===== src/rtl/ex3_arbiter_if.sv =====
// Requester, datapath and response signal bundle for ex3_arbiter.
// slave is the arbiter's view; master is the surrounding client/datapath view.
interface ex3_arbiter_if #(
   parameter int unsigned NUM_REQ = 4
);
   localparam int unsigned IDW = (NUM_REQ > 1) ? $clog2(NUM_REQ) : 1;

   logic [NUM_REQ-1:0]    req_valid;
   logic [NUM_REQ-1:0]    req_ready;
   logic [4*NUM_REQ-1:0]  req_a;
   logic [16*NUM_REQ-1:0] req_b;
   logic [16*NUM_REQ-1:0] req_c;
   logic                  dp_reset;
   logic [3:0]            dp_a;
   logic [15:0]           dp_b;
   logic [15:0]           dp_c;
   logic [15:0]           dp_out;
   logic                  rsp_valid;
   logic                  rsp_ready;
   logic [15:0]           rsp_data;
   logic [IDW-1:0]        rsp_id;
   logic                  busy;
   logic                  rsp_drop;

   modport slave (
      input  req_valid, req_a, req_b, req_c, dp_out, rsp_ready,
      output req_ready, dp_reset, dp_a, dp_b, dp_c, rsp_valid, rsp_data, rsp_id, busy, rsp_drop
   );

   modport master (
      output req_valid, req_a, req_b, req_c, dp_out, rsp_ready,
      input  req_ready, dp_reset, dp_a, dp_b, dp_c, rsp_valid, rsp_data, rsp_id, busy, rsp_drop
   );
endinterface


===== src/rtl/ex3_arbiter.sv =====
// Round-robin arbiter/sequencer sharing one Exercise3 datapath among NUM_REQ requesters.
// Define EX3_ARB_TIMEOUT_EN to drop responses that wait TIMEOUT cycles without a handshake.
module ex3_arbiter #(
   parameter int unsigned NUM_REQ    = 4,
   parameter int unsigned RUN_CYCLES = 5,
   parameter int unsigned TIMEOUT    = 16
) (
   input logic          clk,
   input logic          reset,
   ex3_arbiter_if.slave bus
);
   localparam int unsigned IDW = (NUM_REQ > 1) ? $clog2(NUM_REQ) : 1;
   localparam int unsigned RCW = $clog2(RUN_CYCLES + 1);

   localparam logic [1:0] S_IDLE = 2'd0;
   localparam logic [1:0] S_LOAD = 2'd1;
   localparam logic [1:0] S_RUN  = 2'd2;
   localparam logic [1:0] S_RESP = 2'd3;

   if (NUM_REQ < 2 || NUM_REQ > 8 || RUN_CYCLES < 1 || TIMEOUT < 1) begin : g_param_check
      $error("ex3_arbiter: parameter out of range");
   end

   logic [1:0]         state_q, state_d;
   logic [IDW-1:0]     ptr_q, ptr_d;
   logic [IDW-1:0]     id_q, id_d;
   logic [3:0]         a_q, a_d;
   logic [15:0]        b_q, b_d;
   logic [15:0]        c_q, c_d;
   logic [15:0]        data_q, data_d;
   logic [RCW-1:0]     rcnt_q, rcnt_d;

   logic               hit;
   logic [IDW-1:0]     gidx;
   logic [IDW-1:0]     idx;
   logic [NUM_REQ-1:0] grant;
   logic               drop;
   logic [3:0]         a_sel;
   logic [15:0]        b_sel;
   logic [15:0]        c_sel;

`ifdef EX3_ARB_TIMEOUT_EN
   localparam int unsigned WCW = $clog2(TIMEOUT + 1);
   logic [WCW-1:0]     wcnt_q, wcnt_d;
`endif

   // First valid requester after the round-robin pointer, with wrap.
   always_comb begin
      hit  = 1'b0;
      gidx = '0;
      idx  = '0;
      for (int k = 1; k <= int'(NUM_REQ); k++) begin
         idx = IDW'((int'(ptr_q) + k) % int'(NUM_REQ));
         if (!hit && bus.req_valid[idx]) begin
            hit  = 1'b1;
            gidx = idx;
         end
      end
   end

   // Operand mux for the winning requester.
   always_comb begin
      a_sel = '0;
      b_sel = '0;
      c_sel = '0;
      for (int i = 0; i < int'(NUM_REQ); i++) begin
         if (gidx == IDW'(i)) begin
            a_sel = bus.req_a[4*i +: 4];
            b_sel = bus.req_b[16*i +: 16];
            c_sel = bus.req_c[16*i +: 16];
         end
      end
   end

   // Next-state and datapath sequencing.
   always_comb begin
      state_d = state_q;
      ptr_d   = ptr_q;
      id_d    = id_q;
      a_d     = a_q;
      b_d     = b_q;
      c_d     = c_q;
      data_d  = data_q;
      rcnt_d  = rcnt_q;
      grant   = '0;
      drop    = 1'b0;
`ifdef EX3_ARB_TIMEOUT_EN
      wcnt_d  = wcnt_q;
`endif
      case (state_q)
         S_IDLE: begin
            if (hit) begin
               grant[gidx] = 1'b1;
               a_d         = a_sel;
               b_d         = b_sel;
               c_d         = c_sel;
               id_d        = gidx;
               ptr_d       = gidx;
               state_d     = S_LOAD;
            end
         end
         S_LOAD: begin
            rcnt_d  = '0;
            state_d = S_RUN;
         end
         S_RUN: begin
            rcnt_d = rcnt_q + RCW'(1);
            if (rcnt_q == RCW'(RUN_CYCLES - 1)) begin
               data_d  = bus.dp_out;
               state_d = S_RESP;
`ifdef EX3_ARB_TIMEOUT_EN
               wcnt_d  = '0;
`endif
            end
         end
         S_RESP: begin
            if (bus.rsp_ready) begin
               state_d = S_IDLE;
            end
`ifdef EX3_ARB_TIMEOUT_EN
            else if (wcnt_q == WCW'(TIMEOUT - 1)) begin
               drop    = 1'b1;
               state_d = S_IDLE;
            end else begin
               wcnt_d = wcnt_q + WCW'(1);
            end
`endif
         end
         default: state_d = S_IDLE;
      endcase
   end

   always_ff @(posedge clk or negedge reset) begin
      if (!reset) begin
         state_q <= S_IDLE;
         ptr_q   <= IDW'(NUM_REQ - 1);
         id_q    <= '0;
         a_q     <= '0;
         b_q     <= '0;
         c_q     <= '0;
         data_q  <= '0;
         rcnt_q  <= '0;
      end else begin
         state_q <= state_d;
         ptr_q   <= ptr_d;
         id_q    <= id_d;
         a_q     <= a_d;
         b_q     <= b_d;
         c_q     <= c_d;
         data_q  <= data_d;
         rcnt_q  <= rcnt_d;
      end
   end

`ifdef EX3_ARB_TIMEOUT_EN
   always_ff @(posedge clk or negedge reset) begin
      if (!reset) wcnt_q <= '0;
      else        wcnt_q <= wcnt_d;
   end
`endif

   // Grant is only meaningful out of reset; datapath is held in reset while we are.
   assign bus.req_ready = reset ? grant : '0;
   assign bus.dp_reset  = !reset || (state_q == S_LOAD);
   assign bus.dp_a      = a_q;
   assign bus.dp_b      = b_q;
   assign bus.dp_c      = c_q;
   assign bus.rsp_valid = (state_q == S_RESP);
   assign bus.rsp_data  = data_q;
   assign bus.rsp_id    = id_q;
   assign bus.busy      = (state_q != S_IDLE);
   assign bus.rsp_drop  = drop;
endmodule


===== src/flat_wrapper.sv =====
// flat-port wrapper written by rule: the top's interface ports become plain ports
module ex3_arbiter_flat 
#(
   parameter int unsigned NUM_REQ    = 4,
   parameter int unsigned RUN_CYCLES = 5,
   parameter int unsigned TIMEOUT    = 16
)
  (clk, reset, bus_req_valid, bus_req_a, bus_req_b, bus_req_c, bus_dp_out, bus_rsp_ready, bus_req_ready, bus_dp_reset, bus_dp_a, bus_dp_b, bus_dp_c, bus_rsp_valid, bus_rsp_data, bus_rsp_id, bus_busy, bus_rsp_drop);
  ex3_arbiter_if #(.NUM_REQ(NUM_REQ)) bus_i ();
  input logic clk;
  input logic reset;
  input wire logic [$bits(bus_i.req_valid)-1:0] bus_req_valid;
  input wire logic [$bits(bus_i.req_a)-1:0] bus_req_a;
  input wire logic [$bits(bus_i.req_b)-1:0] bus_req_b;
  input wire logic [$bits(bus_i.req_c)-1:0] bus_req_c;
  input wire logic [$bits(bus_i.dp_out)-1:0] bus_dp_out;
  input wire logic [$bits(bus_i.rsp_ready)-1:0] bus_rsp_ready;
  output wire logic [$bits(bus_i.req_ready)-1:0] bus_req_ready;
  output wire logic [$bits(bus_i.dp_reset)-1:0] bus_dp_reset;
  output wire logic [$bits(bus_i.dp_a)-1:0] bus_dp_a;
  output wire logic [$bits(bus_i.dp_b)-1:0] bus_dp_b;
  output wire logic [$bits(bus_i.dp_c)-1:0] bus_dp_c;
  output wire logic [$bits(bus_i.rsp_valid)-1:0] bus_rsp_valid;
  output wire logic [$bits(bus_i.rsp_data)-1:0] bus_rsp_data;
  output wire logic [$bits(bus_i.rsp_id)-1:0] bus_rsp_id;
  output wire logic [$bits(bus_i.busy)-1:0] bus_busy;
  output wire logic [$bits(bus_i.rsp_drop)-1:0] bus_rsp_drop;
  assign bus_i.req_valid = bus_req_valid;
  assign bus_i.req_a = bus_req_a;
  assign bus_i.req_b = bus_req_b;
  assign bus_i.req_c = bus_req_c;
  assign bus_i.dp_out = bus_dp_out;
  assign bus_i.rsp_ready = bus_rsp_ready;
  assign bus_req_ready = bus_i.req_ready;
  assign bus_dp_reset = bus_i.dp_reset;
  assign bus_dp_a = bus_i.dp_a;
  assign bus_dp_b = bus_i.dp_b;
  assign bus_dp_c = bus_i.dp_c;
  assign bus_rsp_valid = bus_i.rsp_valid;
  assign bus_rsp_data = bus_i.rsp_data;
  assign bus_rsp_id = bus_i.rsp_id;
  assign bus_busy = bus_i.busy;
  assign bus_rsp_drop = bus_i.rsp_drop;
  ex3_arbiter #(.NUM_REQ(NUM_REQ), .RUN_CYCLES(RUN_CYCLES), .TIMEOUT(TIMEOUT)) u_core (.clk(clk), .reset(reset), .bus(bus_i));
endmodule

===== config.mk =====
export PLATFORM = sky130hd
export DESIGN_NAME = ex3_arbiter_flat
export DESIGN_NICKNAME = d
export VERILOG_FILES = /design/src/rtl/ex3_arbiter_if.sv /design/src/rtl/ex3_arbiter.sv /design/src/flat_wrapper.sv
export SDC_FILE = /design/constraint.sdc
export NUM_CORES = 1
export LEC_CHECK = 0
export ABC_AREA = 1
export BUFFER_PORTS_ARGS = -buffer_cell sky130_fd_sc_hd__buf_2
export CORE_UTILIZATION = 46
export CTS_BUF_LIST = sky130_fd_sc_hd__clkbuf_2
export CTS_CLUSTER_SIZE = 10
export DETAILED_ROUTE_END_ITERATION = 6
export GPL_ROUTABILITY_DRIVEN = 0
export GPL_TIMING_DRIVEN = 0
export PLACE_DENSITY = 0.9
export REMOVE_ABC_BUFFERS = 1
export SYNTH_ARGS = -nofsm -noshare
export SYNTH_HDL_FRONTEND = slang
export SYNTH_SLANG_ARGS = --single-unit

===== constraint.sdc =====
create_clock -name clk -period 2.55 [get_ports clk]
set_input_delay 0.255 -clock clk [delete_from_list [all_inputs] [get_ports clk]]
set_output_delay 0.255 -clock clk [all_outputs]
set_load 0.01 [all_outputs]

---- After elaboration in Yosys (flattened, before gate mapping) ----
Index checks and enable logic that the tools add are counted.
storage, ports and cells
  output and inout port bits .............. 62
  logic and storage cells ................. 83
  input port bits ......................... 167
  bits in registers ....................... 61
cells by class
  equality and inequality tests ........... 10
  multiplexer cells ....................... 38
  add/subtract/negate cells ............... 5
  magnitude comparators ................... 6
  reductions and logical operators ........ 16
operators by type and width
  kind                                                                                 number
  16-bit two-way mux                                                                   8
  4-bit two-way mux                                                                    7
  2-bit by 3-bit less-than comparator with 1-bit output, second input constant         5
  2-bit two-way mux                                                                    7
  1-bit two-way mux                                                                    9
  1-bit binary-select mux with 2-bit select                                            4
  2-bit equality test, second input constant                                           4
  2-bit one-hot mux with 4 select lines                                                1
  3-bit one-hot mux with 2 select lines                                                1
  2-bit by 1-bit adder with 2-bit output, second input constant                        2
  2-bit adder, second input constant                                                   2
  2-bit by 1-bit equality test with 1-bit output, second input constant                2
  1-bit logical AND                                                                    4
  1-bit logical NOT                                                                    4
  2-bit logical NOT                                                                    2
  2-bit by 1-bit != test with 1-bit output, second input constant                      2
  2-bit AND reduction                                                                  2
  2-bit nonzero test                                                                   2
  3-bit by 1-bit adder with 3-bit output, second input constant                        1
  3-bit equality test, second input constant                                           1
  3-bit AND reduction                                                                  1
  1-bit demux with 2-bit select                                                        1
  2-bit by 1-bit greater-or-equal comparator with 1-bit output, second input constant  1
  2-bit != test, second input constant                                                 1
  1-bit logical OR                                                                     1

---- Longest topological paths before layout ----
  depth in word-level cells ............... 20
  mapped depth ............................ 17
  gate-level depth less buffers ........... 15

---- Least setup slack after synthesis ----
No wires, ideal clock.
  kind .................................... register to output
  start ................................... reg u_core.ptr_q[0]
  end ..................................... out bus_req_ready[1]
  buffers on the path ..................... 3
  data arrival time ....................... 1.945 ns
  setup slack ............................. 0.350 ns
  stages on the path, launching flop included .. 14
  required time ........................... 2.295 ns
  cell sequence ........................... dfstp_2 buf_6 inv_4 nand2_2 nand2_1 nand2_1 nand2_2 nor2_8 nand3_2 nand2_2 nand2_4 buf_4 buf_6 nor3_1
on the way
  cells in the longest elaborated chain, start to end .. 20
  elaborated cells between the ends (all ways) .. 34
  those cells by class .................... add/sub: 4; order compare: 2; mux: 21; reduce/logical: 7
RTL lines
  element                                                                                                                                                             line                RTL
  start, declared                                                                                                                                                     ex3_arbiter.sv:25   logic [IDW-1:0] ptr_q, ptr_d;
  start signal, assigned                                                                                                                                              ex3_arbiter.sv:136  ptr_q <= IDW'(NUM_REQ - 1);
  start signal, assigned                                                                                                                                              ex3_arbiter.sv:145  ptr_q <= ptr_d;
  2-bit by 1-bit adder with 2-bit output                                                                                                                              ex3_arbiter.sv:53   idx = IDW'((int'(ptr_q) + k) % int'(NUM_REQ));
  1-bit binary-select mux with 2-bit select                                                                                                                           ex3_arbiter.sv:54   if (!hit && bus.req_valid[idx]) begin
  1-bit two-way mux (not written as such)                                                                                                                             ex3_arbiter.sv:54
  1-bit two-way mux                                                                                                                                                   ex3_arbiter.sv:54
  1-bit logical NOT                                                                                                                                                   ex3_arbiter.sv:54
  1-bit logical AND                                                                                                                                                   ex3_arbiter.sv:54
  1-bit two-way mux                                                                                                                                                   ex3_arbiter.sv:54
  1-bit logical NOT                                                                                                                                                   ex3_arbiter.sv:54
  (+4 left out)                                                                                                                                                       --
  2-bit two-way mux                                                                                                                                                   ex3_arbiter.sv:54
  2-bit by 3-bit less-than comparator with 1-bit output (not written as such) / 2-bit by 1-bit greater-or-equal comparator with 1-bit output (equally long branches)  ex3_arbiter.sv:93   grant[gidx] = 1'b1;
  1-bit logical AND (not written as such)                                                                                                                             ex3_arbiter.sv:93
  1-bit two-way mux (not written as such)                                                                                                                             ex3_arbiter.sv:93
  1-bit demux with 2-bit select                                                                                                                                       --
  4-bit two-way mux (*)                                                                                                                                               ex3_arbiter.sv:92   if (hit) begin
  4-bit two-way mux (*)                                                                                                                                               ex3_arbiter.sv:90   case (state_q)
  4-bit two-way mux (*)                                                                                                                                               ex3_arbiter.sv:163  assign bus.req_ready = reset ? grant : '0;
  end, declared                                                                                                                                                       flat_wrapper.sv:18  output wire logic [$bits(bus_i.req_ready)-1:0] bus_req_ready;
Every way passes the cells marked *; elsewhere a longest branch is shown, timed or not. The select of a mux whose other input is x is not followed.

---- Worst setup path after layout ----
  start ................................... reg u_core.ptr_q[1]
  end ..................................... out bus_req_ready[1]
The elaborated chain is that of the path after synthesis.

==> impl_metrics.ini <==
[final_layout]
layout_common_cells = 226 x buf_2, 170 x nand2_1, 78 x nand3_1, 59 x dfrtp_1, 40 x inv_1
syn2layout_area_growth_pct = 57.77
drive_above_1_share = 0.4473
num-nets-final = 1014
mostFrequentLayoutCell = buf_2
num_antenna_cells = 0
stdcell_count = 950

[power_and_ir_drop]
power_density_nw_per_um2 = 1880
peakVddDrop_mv = 1.029
p_switching_mw = 6.583
total_power_mw = 11.83
combPwrFrac = 0.786
seqPwrFrac = 0.151
p_leak_nw = 3.504
p_clk_frac = 0.064
intPower_mw = 5.245
p_sw_frac = 0.5566

[placed_design]
dp_hpwl_microns = 8451
io_buffers = 227
dp.cells = 859

[clock_tree]
tritoncts = done
htreeDepth = 3
clk_pin_slew_ns = 0.22
cts_root_buffer = clkbuf_2
max-clock-path-buffers = 2
cts.sinks = 61
cts-buffers-inserted = 9
worstSkewPairLatency_ns = 0.51

[sta]
min_period_over_period = 1.082
worstMarginPinSlew_ns = 0.7811
fin_crit_ns = 2.758
rsz0062_at_grt = yes
fin_ws_ns = -0.2080
setup-violations-final = 5
drv_slew = 0
skew_ns = 0.02523
maxSlewHeadroom = 0.4778
fmax_mhz = 362.6
hold_viol = 0

[outcome]
violations = DRC, setup timing
outcome = finished with violations

[global_route]
grt_max_degree = 64
grt_pass1_vias = 4723
grt_pass1_wl_microns = 23500
track_usage = 0.3533
met2_usage = 0.6417
gr-usage-met3 = 0.08373
grt_overflow_total = 0
grt_antenna_before_repair = 2
grtUsageMet1 = 0.3828
grt-busiest-layer = met2

[logic_synthesis]
ys_types = 30
ys_warn_count = 0
synth.area.top_cells = dfrtp_1 37%, nand2_1 19%, nand3_1 9.9%
synth_area_sq_um = 3988
yosysSeqAreaShare = 0.3834
yosys.area.top_type = dfrtp_1
synth-edff-count = 0
postSynthCellCount = 557
avgSynthCellArea_sq_um = 7.159
synth_ff_type = dfrtp_1
synth-seq-cells = 61
synthArstFlopShare = 1.000
yosys.area.top_type_share = 0.3703

[worst_setup_path]
path_class = register to output port
startpoint_type = register
rr_worst_depth = 17
critPathRequiredTime_ns = 2.30
end_kind = output port
cp_data_arrival_time_ns = 2.50
path_max_fanout = 8

[hold_path]
hold_depth = 2
min_path_type = primary input to register

[die]
die_height_microns = 95.11
core_sq_um = 8299
die_area_sq_um = 9045
boundaryPins = 229
start_util = 0.4805
chipWidth_microns = 95.11
num_rows = 33

[routing]
drc = 7
drt_iter0_drc = 363
vias_per_cell = 5.545
vias = 5268
drt_pre_antenna_iters = 7
wire_per_inst_microns = 19.50
drt-total-wl_microns = 18530
ant_nets = 0

[flow_run]
cap_violations = 0
[state kept, by name (all words and copies together), names as in the netlist]
signal,flops
u_core.bus.dp_b,16
u_core.bus.dp_c,16
u_core.bus.rsp_data,16
u_core.bus.dp_a,4
u_core.rcnt_q,3
u_core.bus.rsp_id,2
u_core.ptr_q,2
u_core.state_q,2
[critical path: stages (launching register included)]
cell,delay (ns)
dfstp_2,0.61
buf_12,0.11
buf_12,0.11
nand2_4,0.04
nand2_4,0.08
nand2_2,0.09
nand2_4,0.10
inv_4,0.04
buf_4,0.15
buf_12,0.12
nand3b_4,0.10
nand2_8,0.12
nor3_2,0.19
buf_2,0.15
[Yosys cell counts, drive strengths merged, types with 7 or more instances]
cell	count
nand3	80
nand3b	9
nand2	206
nor2	42
o21ai	41
buf	23
clkbuf	7
nand4	10
mux2	16
inv	47
dfrtp	59
ha	7
[power groups by stage]
stage          Sequential [mW]  Clock [mW]  Combinational (mW)
5_1_grt                   1.84       0.805                9.92
4_1_cts                   1.74       0.737                7.61
3_3_place_gp              1.73           0                5.74
3_5_place_dp              1.75           0                5.87
6_report                  1.78       0.752                9.29
2_1_floorplan             1.95           0                3.82
[kinds of logic after synthesis]
family                     Yosys count  synth area share
AOI/OAI and AO/OA                   45           0.05679
buffers and inverters               77           0.09445
DFF                                 61            0.3834
and+or+nand+nor                    349            0.3950
other                                1         0.0009404
muxes                               16           0.04518
xor gates and xnor gates             1          0.002197
adders and majority gates            7           0.02196
[final timing paths]
kind,slack (ns),end,start
min reg2reg,0.50,u_core.bus.dp_b[7],u_core.bus.dp_b[7]
max reg2reg,-0.14,u_core.bus.dp_b[2],u_core.ptr_q[1]
max,-0.21,bus_req_ready[1],u_core.ptr_q[1]
min in group asynchronous,0.33,u_core.ptr_q[1],reset
max in group asynchronous,1.89,u_core.bus.dp_c[11],reset
min,0.02,u_core.bus.rsp_data[12],bus_dp_out[12]
[area by class of cell]
type | instances | area, sq um
clock buffers | 9 | 45.04
well taps | 105 | 131.4
repair inverters | 2 | 20.02
multi-input cells | 427 | 2455
inverters | 47 | 220.2
flip-flops and latches | 61 | 1529
clock inverters | 7 | 98.84
repair buffers | 292 | 1792
fillers | 570 | 2008
[layer usage]
metal | wire length (microns) | share of wire
met1 | 6436 | 0.35
met2 | 8888 | 0.48
met3 | 2108 | 0.11
met4 | 1078 | 0.058
met5 | 13 | 0.00070
[timing repair]
item,in CTS,in global routing
hold buffers,13,4
gates cloned,9,1
setup endpoints to repair,44,44
hold endpoints to repair,13,61
gates resized for setup,51,39
buffers inserted,28,20
pin swaps,23,15
[through the flow]
stage                 util  instance area (sq um)  setup TNS, ns  hold WS [ns]  setup slack, ns
finish              0.7580                   6291        -0.8378       0.01609          -0.2080
floorplan                -                   3792         -6.942      -0.04059          -0.5161
detailed placement  0.6097                   5060         -32.65        0.4604           -1.224
global route        0.7580                   6291         -1.737      -0.03828          -0.2947
global placement    0.6097                   5060         -51.42        0.4580           -1.780
CTS                 0.7065                   5863        -0.6952      0.001295          -0.2065
No activity file was read; power rests on OpenSTA's default activity.
